## src/rtl/ex_mem_wb_pipeline.sv

```systemverilog
`default_nettype none
// ============================================================================
//  Module      : ex_mem_wb_pipeline
//  Description : EX/MEM and MEM/WB pipeline registers with the MEM-stage
//                data-memory handshake for a 5-stage MIPS core. Feeds the
//                forwarding unit with MEM/WB destinations, write enables and
//                forwardable data, and raises stall_mem while an access is
//                outstanding.
//  Ports       : clk, rst                      clock / sync active-high reset
//                ex_*                          EX-stage instruction fields
//                mem_req/we/addr/wdata/rdata/ack  data-memory handshake
//                stall_mem                     freeze IF/ID/EX
//                rd_mem, reg_write_mem, alu_result_mem   MEM-stage outputs
//                rd_wb, reg_write_wb, wb_data  WB-stage outputs
//                mem_err                       sticky access-timeout flag
//                perf_retired, perf_stall      (PIPE_PERF_CNT_EN only)
//  Options     : `define PIPE_PERF_CNT_EN adds retired/stall counters.
//  Revision    : 1.0 - initial release
// ============================================================================
module ex_mem_wb_pipeline #(
    parameter int DATA_W      = 32,
    parameter int MEM_TIMEOUT = 15
) (
    input  logic              clk,
    input  logic              rst,
    input  logic              ex_valid,
    input  logic [4:0]        ex_rd,
    input  logic              ex_reg_write,
    input  logic              ex_mem_read,
    input  logic              ex_mem_write,
    input  logic [DATA_W-1:0] ex_alu_result,
    input  logic [DATA_W-1:0] ex_store_data,
    output logic              mem_req,
    output logic              mem_we,
    output logic [DATA_W-1:0] mem_addr,
    output logic [DATA_W-1:0] mem_wdata,
    input  logic [DATA_W-1:0] mem_rdata,
    input  logic              mem_ack,
    output logic              stall_mem,
    output logic [4:0]        rd_mem,
    output logic              reg_write_mem,
    output logic [DATA_W-1:0] alu_result_mem,
    output logic [4:0]        rd_wb,
    output logic              reg_write_wb,
    output logic [DATA_W-1:0] wb_data,
    output logic              mem_err
`ifdef PIPE_PERF_CNT_EN
    ,
    output logic [31:0]       perf_retired,
    output logic [31:0]       perf_stall
`endif
);

    // Counter value on the last permitted WAIT cycle (counter is 0 on the
    // first WAIT cycle).
    localparam logic [7:0] c_TIMEOUT_LAST = 8'(MEM_TIMEOUT - 1);

    typedef enum logic [0:0] {
        S_RUN  = 1'b0,
        S_WAIT = 1'b1
    } state_t;

    state_t            r_state, w_state_nxt;
    logic [7:0]        r_wait_cnt, w_wait_cnt_nxt;

    // MEM stage
    logic              r_mem_valid;
    logic [4:0]        r_mem_rd;
    logic              r_mem_reg_write;
    logic              r_mem_read;
    logic              r_mem_write;
    logic [DATA_W-1:0] r_mem_alu;
    logic [DATA_W-1:0] r_mem_wdata;

    // WB stage
    logic              r_wb_valid;
    logic              r_wb_reg_write;
    logic [4:0]        r_wb_rd;
    logic [DATA_W-1:0] r_wb_data;
    logic              r_mem_err;

    logic              w_mem_op;
    logic              w_to_hit;
    logic              w_stall;
    logic [DATA_W-1:0] w_load_data;

    always_comb begin
        w_mem_op    = r_mem_valid & (r_mem_read | r_mem_write);
        w_to_hit    = (r_state == S_WAIT) && (r_wait_cnt == c_TIMEOUT_LAST);
        // An ack arriving on the timeout cycle wins: the stall still drops,
        // but the access is treated as a normal completion.
        w_stall     = w_mem_op & ~mem_ack & ~w_to_hit;
        // Timed-out loads deliver zero.
        w_load_data = mem_ack ? mem_rdata : '0;
    end

    // Access FSM: next-state
    always_comb begin
        w_state_nxt    = r_state;
        w_wait_cnt_nxt = r_wait_cnt;
        case (r_state)
            S_RUN: begin
                w_wait_cnt_nxt = 8'd0;
                if (w_mem_op && !mem_ack) begin
                    w_state_nxt = S_WAIT;
                end
            end
            S_WAIT: begin
                if (mem_ack || w_to_hit) begin
                    w_state_nxt    = S_RUN;
                    w_wait_cnt_nxt = 8'd0;
                end else begin
                    w_wait_cnt_nxt = r_wait_cnt + 8'd1;
                end
            end
            default: begin
                w_state_nxt    = S_RUN;
                w_wait_cnt_nxt = 8'd0;
            end
        endcase
    end

    always_ff @(posedge clk) begin
        if (rst) begin
            r_state    <= S_RUN;
            r_wait_cnt <= 8'd0;
        end else begin
            r_state    <= w_state_nxt;
            r_wait_cnt <= w_wait_cnt_nxt;
        end
    end

    // EX -> MEM. Control bits are qualified by ex_valid so a bubble can never
    // start a memory access; a store never writes the register file.
    always_ff @(posedge clk) begin
        if (rst) begin
            r_mem_valid     <= 1'b0;
            r_mem_rd        <= 5'd0;
            r_mem_reg_write <= 1'b0;
            r_mem_read      <= 1'b0;
            r_mem_write     <= 1'b0;
            r_mem_alu       <= '0;
            r_mem_wdata     <= '0;
        end else if (!w_stall) begin
            r_mem_valid     <= ex_valid;
            r_mem_rd        <= ex_rd;
            r_mem_reg_write <= ex_valid & ex_reg_write & ~ex_mem_write;
            r_mem_read      <= ex_valid & ex_mem_read;
            r_mem_write     <= ex_valid & ex_mem_write;
            r_mem_alu       <= ex_alu_result;
            r_mem_wdata     <= ex_store_data;
        end
    end

    // MEM -> WB. A stalled MEM stage sends a bubble so the instruction reaches
    // WB exactly once, on the cycle its access completes.
    always_ff @(posedge clk) begin
        if (rst) begin
            r_wb_valid     <= 1'b0;
            r_wb_reg_write <= 1'b0;
            r_wb_rd        <= 5'd0;
            r_wb_data      <= '0;
            r_mem_err      <= 1'b0;
        end else begin
            r_wb_valid     <= r_mem_valid & ~w_stall;
            r_wb_reg_write <= r_mem_reg_write;
            if (!w_stall) begin
                r_wb_rd   <= r_mem_rd;
                r_wb_data <= r_mem_read ? w_load_data : r_mem_alu;
            end
            if (w_mem_op && w_to_hit && !mem_ack) begin
                r_mem_err <= 1'b1;
            end
        end
    end

`ifdef PIPE_PERF_CNT_EN
    logic [31:0] r_perf_retired;
    logic [31:0] r_perf_stall;

    always_ff @(posedge clk) begin
        if (rst) begin
            r_perf_retired <= 32'd0;
            r_perf_stall   <= 32'd0;
        end else begin
            if (r_wb_valid) begin
                r_perf_retired <= r_perf_retired + 32'd1;
            end
            if (w_stall) begin
                r_perf_stall <= r_perf_stall + 32'd1;
            end
        end
    end

    assign perf_retired = r_perf_retired;
    assign perf_stall   = r_perf_stall;
`endif

    assign mem_req        = w_mem_op;
    assign mem_we         = r_mem_write;
    assign mem_addr       = r_mem_alu;
    assign mem_wdata      = r_mem_wdata;
    assign stall_mem      = w_stall;
    assign rd_mem         = r_mem_rd;
    assign reg_write_mem  = r_mem_valid & r_mem_reg_write;
    assign alu_result_mem = r_mem_alu;
    assign rd_wb          = r_wb_rd;
    assign reg_write_wb   = r_wb_valid & r_wb_reg_write;
    assign wb_data        = r_wb_data;
    assign mem_err        = r_mem_err;

endmodule
`default_nettype wire

```

## config.mk

```make
export PLATFORM = sky130hd
export DESIGN_NAME = ex_mem_wb_pipeline
export DESIGN_NICKNAME = d
export VERILOG_FILES = /design/src/rtl/ex_mem_wb_pipeline.sv
export SDC_FILE = /design/constraint.sdc
export NUM_CORES = 1
export LEC_CHECK = 0
export CELL_PAD_IN_SITES_DETAIL_PLACEMENT = 0
export CELL_PAD_IN_SITES_GLOBAL_PLACEMENT = 1
export CORE_MARGIN = 8
export CORE_UTILIZATION = 50
export DETAILED_ROUTE_END_ITERATION = 6
export DONT_BUFFER_PORTS = 1
export HOLD_SLACK_MARGIN = 0.1
export PLACE_DENSITY_LB_ADDON = 0.1
export RECOVER_POWER = 50
export SYNTH_ARGS = -nofsm -noshare
export SYNTH_HDL_FRONTEND = slang
export SYNTH_SLANG_ARGS = --single-unit
```

## constraint.sdc

```tcl
create_clock -name clk -period 3.4 [get_ports clk]
set_input_delay 0.34 -clock clk [delete_from_list [all_inputs] [get_ports clk]]
set_output_delay 0.34 -clock clk [all_outputs]
set_load 0.01 [all_outputs]
```

# Word-level counts from Yosys, hierarchy flattened

Index checks and enable logic that the tools add are counted.

Flip-flop bits (word level): 122
Output and inout port bits: 144
Word-level logic and storage cells: 45

$add $sub $neg: 1
Eq/ne operators: 1
Mux-type cells: 7
Bitwise logic cells: 16
Reduce and logical (&&, ||, !) cells: 6

Operators with widths:

| cell                                                | count |
|---|---|
| 2-to-1 mux 32 bit                                   | 2 |
| one-hot mux 8 bit (2 select lines)                  | 1 |
| bitwise AND 1 bit                                   | 10 |
| adder 8 x 1 -> 8 bit, second input constant         | 1 |
| equality test 8 x 4 -> 1 bit, second input constant | 1 |
| 2-to-1 mux 8 bit                                    | 1 |
| NOT 1 bit                                           | 5 |
| logical AND 1 bit                                   | 4 |
| 2-to-1 mux 1 bit                                    | 2 |
| one-hot mux 1 bit (2 select lines)                  | 1 |
| logical NOT 1 bit                                   | 1 |
| logical OR 1 bit                                    | 1 |
| OR 1 bit                                            | 1 |

# Depth between registers and ports, before layout

Gate-level depths: netlist of run 1.

Word-level depth: 6
Gate-level depth with buffers: 8
Mapped depth without buffers: 6

# Least setup slack after synthesis of run 1

Ideal clock, no wire load.

Path kind: register to output
From: register r_wait_cnt[0]
To: output stall_mem
Data arrival time: 1.711 ns
Data required time: 3.060 ns
Slack: 1.349 ns
Stages on the path, launching flop included: 8
Buffers on the path: 2
Cells stage by stage: dfxtp_1 -> inv_1 -> ha_1 -> or4b_4 -> o211ai_4 -> inv_2 -> buf_6 -> buf_6

Cells in the longest elaborated chain, start to end: 4

RTL lines:

| item                         | line | RTL |
|---|---|---|
| start, declared              | 64   | `logic [7:0] r_wait_cnt, w_wait_cnt_nxt;` |
| start signal, assigned       | 129  | `r_wait_cnt <= w_wait_cnt_nxt;` |
| equality test 8 x 4 -> 1 bit | 89   | `w_to_hit = (r_state == S_WAIT) && (r_wait_cnt == c_TIMEOUT_LAST);` |
| logical AND 1 bit            | 89   |  |
| NOT 1 bit                    | 92   | `w_stall = w_mem_op & ~mem_ack & ~w_to_hit;` |
| bitwise AND 1 bit            | 92   |  |
| end, declared                | 39   | `output logic stall_mem,` |

No other way between the ends.

# Worst setup path in the final report of run 1

From: register r_wait_cnt[0]
To: register r_wb_data[0], in the netlist wb_data[0]

Cells in the longest elaborated chain, start to end: 4

RTL lines:

| item                         | line | RTL |
|---|---|---|
| equality test 8 x 4 -> 1 bit | 89   |  |
| logical AND 1 bit            | 89   |  |
| NOT 1 bit                    | 92   |  |
| bitwise AND 1 bit            | 92   |  |
| net stall_mem                | 39   |  |
| end signal, assigned         | 169  | `r_wb_data <= r_mem_read ? w_load_data : r_mem_alu;` |
| end, declared                | 79   | `logic [DATA_W-1:0] r_wb_data;` |

The timed path passes the listed nets, and every way through them passes these cells.
A chain may end at the register's enable or synchronous reset.

==> results.yml, run 1 <==
global_route:
  grt_max_degree: 214
  grt_pass1_vias: 4369
  antenna_found_initial: 0
  track_usage_pct: 18.7
  grt_overflow: 0
  grt_pass1_wl_mm: 23.6
yosys:
  synth.area.top_cells: "dfxtp_1 41%, nand2b_1 18%, mux2i_1 13%"
  ys_warn_count: 0
  synth_cells: 635
  synth_edf_count: 0
  ys_ff_latch: 122
  synthArstFlopShare_pct: 0
  postSynthAreaPerCell_sq_um: 9.43
  syn_nets: 745
  ys_types: 32
  synth_top_area_cell: "dfxtp_1"
  ys_seq_area_share_pct: 40.8
  synth_ff_type: "dfxtp_1"
  synth_area_sq_um: 5990
  yosys.area.top_type_share_pct: 40.8
clock_network:
  clk-insertion-delay-late_ns: 0.40
  cts_made_buffers: 17
  root_buffer: "clkbuf_16"
  cts_resized: 0
  cts.sinks: 122
  htreeDepth: 4
  path_clk_slew_ns: 0.05
  ctsHoldBuffers: 71
  cts_tree: "built"
  post_cts_buffers: 0
  cts_buffer_depth: 2
finish:
  diodes: 0
  post-route-util_pct: 58.9
  seq_area_sq_um: 2440
  fillers: 1019
  area_growth_pct: 16.7
  fin_area_sq_um: 6990
  layout_commonest_cell: "nand2b_1"
  layout-drive-gt1-share_pct: 10.2
  fin_nets: 759
  multi_input_area_sq_um: 3060
  mostFrequentLayoutCells: "177 x nand2b_1, 121 x dfxtp_1, 76 x mux2i_1"
timing:
  slew_viol_final: 0
  slew_headroom_pct: 53.8
  setup_slack_ns: 1.00
  fmax_mhz: 417
  layout_worst_path_cycle_share_pct: 70.6
  finClkSkew_ns: 0.00504
  rsz0062_at_grt: "false"
  tightest_slew_ns: 0.693
  finalSetupTns_ns: 0
  setup_violations: 0
  fin_crit_ns: 2.40
  hold_violations: 0
route:
  viasPerCell: 5.28
  drt-initial-drc-count: 204
  first_pass_iters: 4
  drc_errors: 0
  vias: 4253
  wl_per_cell_microns: 18.3
  wl_mm: 14.8
  drtAntennaViolNets: 0
die:
  ios: 252
  die-height_microns: 125
  rows: 40
  die_w_microns: 125
  die-area_sq_um: 15700
  initial_utilization_pct: 50.5
  fp.coreArea_sq_um: 11900
power_and_ir_drop:
  leakagePower_nw: 2.51
  total_power_mw: 3.49
  p_per_area_nw_per_um2: 500
  irDropWorstVdd_mv: 0.318
placed_design:
  dp_worst_setup_slack_ns: 1.00
  placed_area_sq_um: 5740
  place_congestion: 0.764
  portBuffers: 0
  dp.final_hpwl_mm: 9.41
setup_path:
  cp-end-kind: "flop"
  worst_ep_arrival_time_ns: 2.69
  required_ns: 3.69
  critical_path_class: "flop to flop"
  cp_max_fo: 105
  crit_path_start_kind: "flop"
outcome:
  run_status: "finished clean"
min_path:
  hold_class: "input port to flop"
flow_run:
  cap_violations: 0
## synthesized netlist by cell type (2+ instances only)
library cell  number
o21ai_0            4
nand2_1            6
nor2b_1           34
a21oi_1           38
buf_4             33
inv_1              6
nand2b_1         177
ha_1               2
clkbuf_1          34
mux2i_1           76
buf_2              5
dfxtp_1          122
nor2_1             5
buf_6              5
nand3_1           36
and2_1             2
mux2_2            33
or3_1              3
## final timing paths
path                                 from                              to  slack [ns]  depth (start not counted)
max reg2reg      r_wait_cnt[0]$_SDFF_PP0_         wb_data[0]$_SDFFE_PP0N_         1.0                          7
min                      ex_alu_result[8]  alu_result_mem[8]$_SDFFE_PP0N_        0.12                          2
min reg2reg  r_mem_reg_write$_SDFFE_PP0N_       r_wb_reg_write$_SDFF_PP0_        0.48                          1
max              r_wait_cnt[0]$_SDFF_PP0_         wb_data[0]$_SDFFE_PP0N_         1.0                          7
## report_power, final
group | internal (mW) | switching, mW
Sequential | 1.51 | 0.116
Combinational | 0.162 | 0.0874
Clock | 1.03 | 0.587
Total | 2.70 | 0.790
## through the flow
step / hold slack [ns] / cells
2_1_floorplan: 0.439 / 635
3_3_place_gp: 0.443 / 706
3_5_place_dp: 0.447 / 706
4_1_cts: 0.105 / 806
5_1_grt: 0.110 / 806
6_report: 0.122 / 806
## critical path: stages (launching register included)
cell	delay [ns]
dfxtp_1	0.35
inv_1	0.07
ha_1	0.13
or4b_4	0.50
o211ai_4	0.40
inv_4	0.10
buf_12	0.29
mux2_2	0.36
## state kept, by name, summed over array words and instances, names as in the netlist
register         count
alu_result_mem      32
mem_err              1
mem_wdata           32
mem_we               1
r_mem_read           1
r_mem_reg_write      1
r_mem_valid          1
r_state              1
r_wait_cnt           8
r_wb_reg_write       1
r_wb_valid           1
rd_mem               5
rd_wb                5
wb_data             32
## final cells by class
type / instances / area share, %
Timing Repair Buffer: 73 / 10.6
Clock buffer: 27 / 7.48
Tap cell: 147 / 2.63
Multi-Input combinational cell: 428 / 43.8
Inverter: 7 / 0.412
Sequential cell: 122 / 35.0
Clock inverter: 2 / 0.143
## logic make-up after synthesis
| kind of cell | after synthesis | synth area share [%] |
|---|---|---|
| muxes | 109 | 18.9 |
| DFF | 122 | 40.8 |
| adders and majority gates | 2 | 0.418 |
| and+or+nand+nor | 270 | 27.3 |
| xor gates and xnor gates | 2 | 0.293 |
| AOI/OAI and AO/OA | 45 | 4.18 |
| buffers and inverters | 85 | 8.13 |
## layer usage
metal / up-vias / wire length, microns / track usage [%]
li1: 2085 / - / -
met1: 1972 / 5610 / 19.0
met2: 176 / 7220 / 31.2
met3: 20 / 1650 / 10.5
met4: 0 / 301 / 8.02
met5: - / 0 / 0
Power figures use the tool's default switching activity.
==> run 2: changes to the inputs <==
Settings changed: CORE_UTILIZATION 50 to 46.
Clock period 3.4 ns to 2.4 ns, I/O delays scaled along.
==> results.yml, run 2 (synthesis results as in run 1) <==
outcome:
  run_status: "finished clean"
route:
  wl_mm: 15.9
  drtAntennaViolNets: 0
  drc_errors: 0
  first_pass_iters: 4
  viasPerCell: 5.13
  vias: 4350
  drt-initial-drc-count: 161
  wl_per_cell_microns: 18.7
global_route:
  grt_pass1_wl_mm: 24.1
  grt_pass1_vias: 4440
  track_usage_pct: 18.5
  grt_max_degree: 172
  grt_overflow: 0
  antenna_found_initial: 0
placed_design:
  placed_area_sq_um: 5820
  portBuffers: 0
  place_congestion: 0.777
  dp.final_hpwl_mm: 10.1
power_and_ir_drop:
  power.internal_mw: 3.81
  leakagePower_nw: 2.60
  p_seq_share_pct: 46.3
  p_comb_share_pct: 8.3
  clockPowerShare_pct: 45.4
  p_per_area_nw_per_um2: 692
  irDropWorstVdd_mv: 0.457
  power.switching_mw: 1.17
  swShare_pct: 23.5
setup_path:
  cp-end-kind: "output pin"
  required_ns: 2.16
  crit_path_start_kind: "flop"
  r2r_cells: 8
  cp_max_fo: 13
  critical_path_class: "flop to output pin"
  worst_ep_arrival_time_ns: 2.01
die:
  initial_utilization_pct: 47.3
  ios: 252
  die-height_microns: 130
  rows: 41
  die_w_microns: 130
  fp.coreArea_sq_um: 12700
  die-area_sq_um: 16900
timing:
  finalSetupTns_ns: 0
  hold_ws_ns: 0.118
  rsz0062_at_grt: "false"
  finClkSkew_ns: 0.00512
  setup_violations: 0
  hold_violations: 0
  layout_worst_path_cycle_share_pct: 93.9
  slew_headroom_pct: 25.9
  tightest_slew_ns: 1.11
  slew_viol_final: 0
  fmax_mhz: 444
  fin_crit_ns: 2.25
flow_run:
  cap_violations: 0
finish:
  layout-drive-gt1-share_pct: 12.0
  fin_area_sq_um: 7190
  fillers: 1124
  mostFrequentLayoutCells: "177 x nand2b_1, 120 x dfxtp_1, 76 x mux2i_1, 76 x dlygate4sd3_1, 38 x a21oi_1"
  fin_nets: 777
  layout_commonest_cell: "nand2b_1"
  diodes: 0
  area_growth_pct: 20.1
clock_network:
  htreeDepth: 4
  clk-insertion-delay-late_ns: 0.41
  cts.sinks: 122
  cts_tree: "built"
  cts_made_buffers: 17
  cts_buffer_depth: 2
  root_buffer: "clkbuf_16"
  path_clk_slew_ns: 0.05
min_path:
  hold_class: "input port to flop"
  hold_depth: 2
[run 2: metrics by stage]
stage	util [%]	worst slack, ns	power, mW	cells
after floorplan	-	0.411	2.62	635
after global placement	45.9	0.301	2.60	737
after detailed placement	45.9	0.275	2.61	737
after CTS	56.3	0.00491	5.04	842
after global routing	56.7	0.0454	5.20	848
final	56.7	0.146	4.98	848
[run 2: layout make-up]
| type | count | area [sq um] | share of cell area, % |
|---|---|---|---|
| Clock buffer | 25 | 505 | 7.03 |
| Clock inverter | 3 | 15.0 | 0.209 |
| Inverter | 7 | 38.8 | 0.539 |
| Multi-Input combinational cell | 428 | 3060 | 42.6 |
| Sequential cell | 122 | 2440 | 34.0 |
| Tap cell | 172 | 215 | 2.99 |
| Timing Repair Buffer | 90 | 902 | 12.5 |
| Timing Repair inverter | 1 | 8.76 | 0.122 |
[run 2: worst max-delay path: stages, from the launching register on]
cell and delay (ns):
dfxtp_1 0.35, inv_1 0.07, ha_1 0.13, or4b_4 0.50
o211ai_4 0.29, clkinv_8 0.09, buf_6 0.18
[run 2: timing repair]
item / in CTS / in global routing
buffers inserted: 0 / 5
setup endpoints to repair: 1 / 1
gates cloned: 0 / 1
hold buffers: 77 / 0
hold endpoints to repair: 102 / 0
resized for setup: 1 / 5
pin swaps: 0 / 1
[run 2: layer usage]
metal	share of wire, %	global-route usage [%]	vias up
met4	1.6	7.99	0
met5	0	0	-
li1	-	-	2116
met3	12	9.87	18
met1	39	19.2	2027
met2	48	30.6	189
[run 2: final timing paths]
check                                start                       end  slack [ns]
setup / recovery  r_wait_cnt[0]$_SDFF_PP0_                 stall_mem        0.15
hold / removal                         rst  wb_data[15]$_SDFFE_PP0N_        0.12
setup reg to reg  r_wait_cnt[0]$_SDFF_PP0_  wb_data[18]$_SDFFE_PP0N_        0.18
hold reg to reg         r_state$_SDFF_PP0_  r_wait_cnt[4]$_SDFF_PP0_        0.48
[run 2: power by group through the flow]
stage | combinational [mW] | clock [mW] | sequential (mW)
floorplan | 0.332 | 0 | 2.28
global route | 0.456 | 2.42 | 2.32
finish | 0.412 | 2.26 | 2.30
CTS | 0.409 | 2.32 | 2.31
global placement | 0.249 | 0 | 2.35
detailed placement | 0.260 | 0 | 2.35
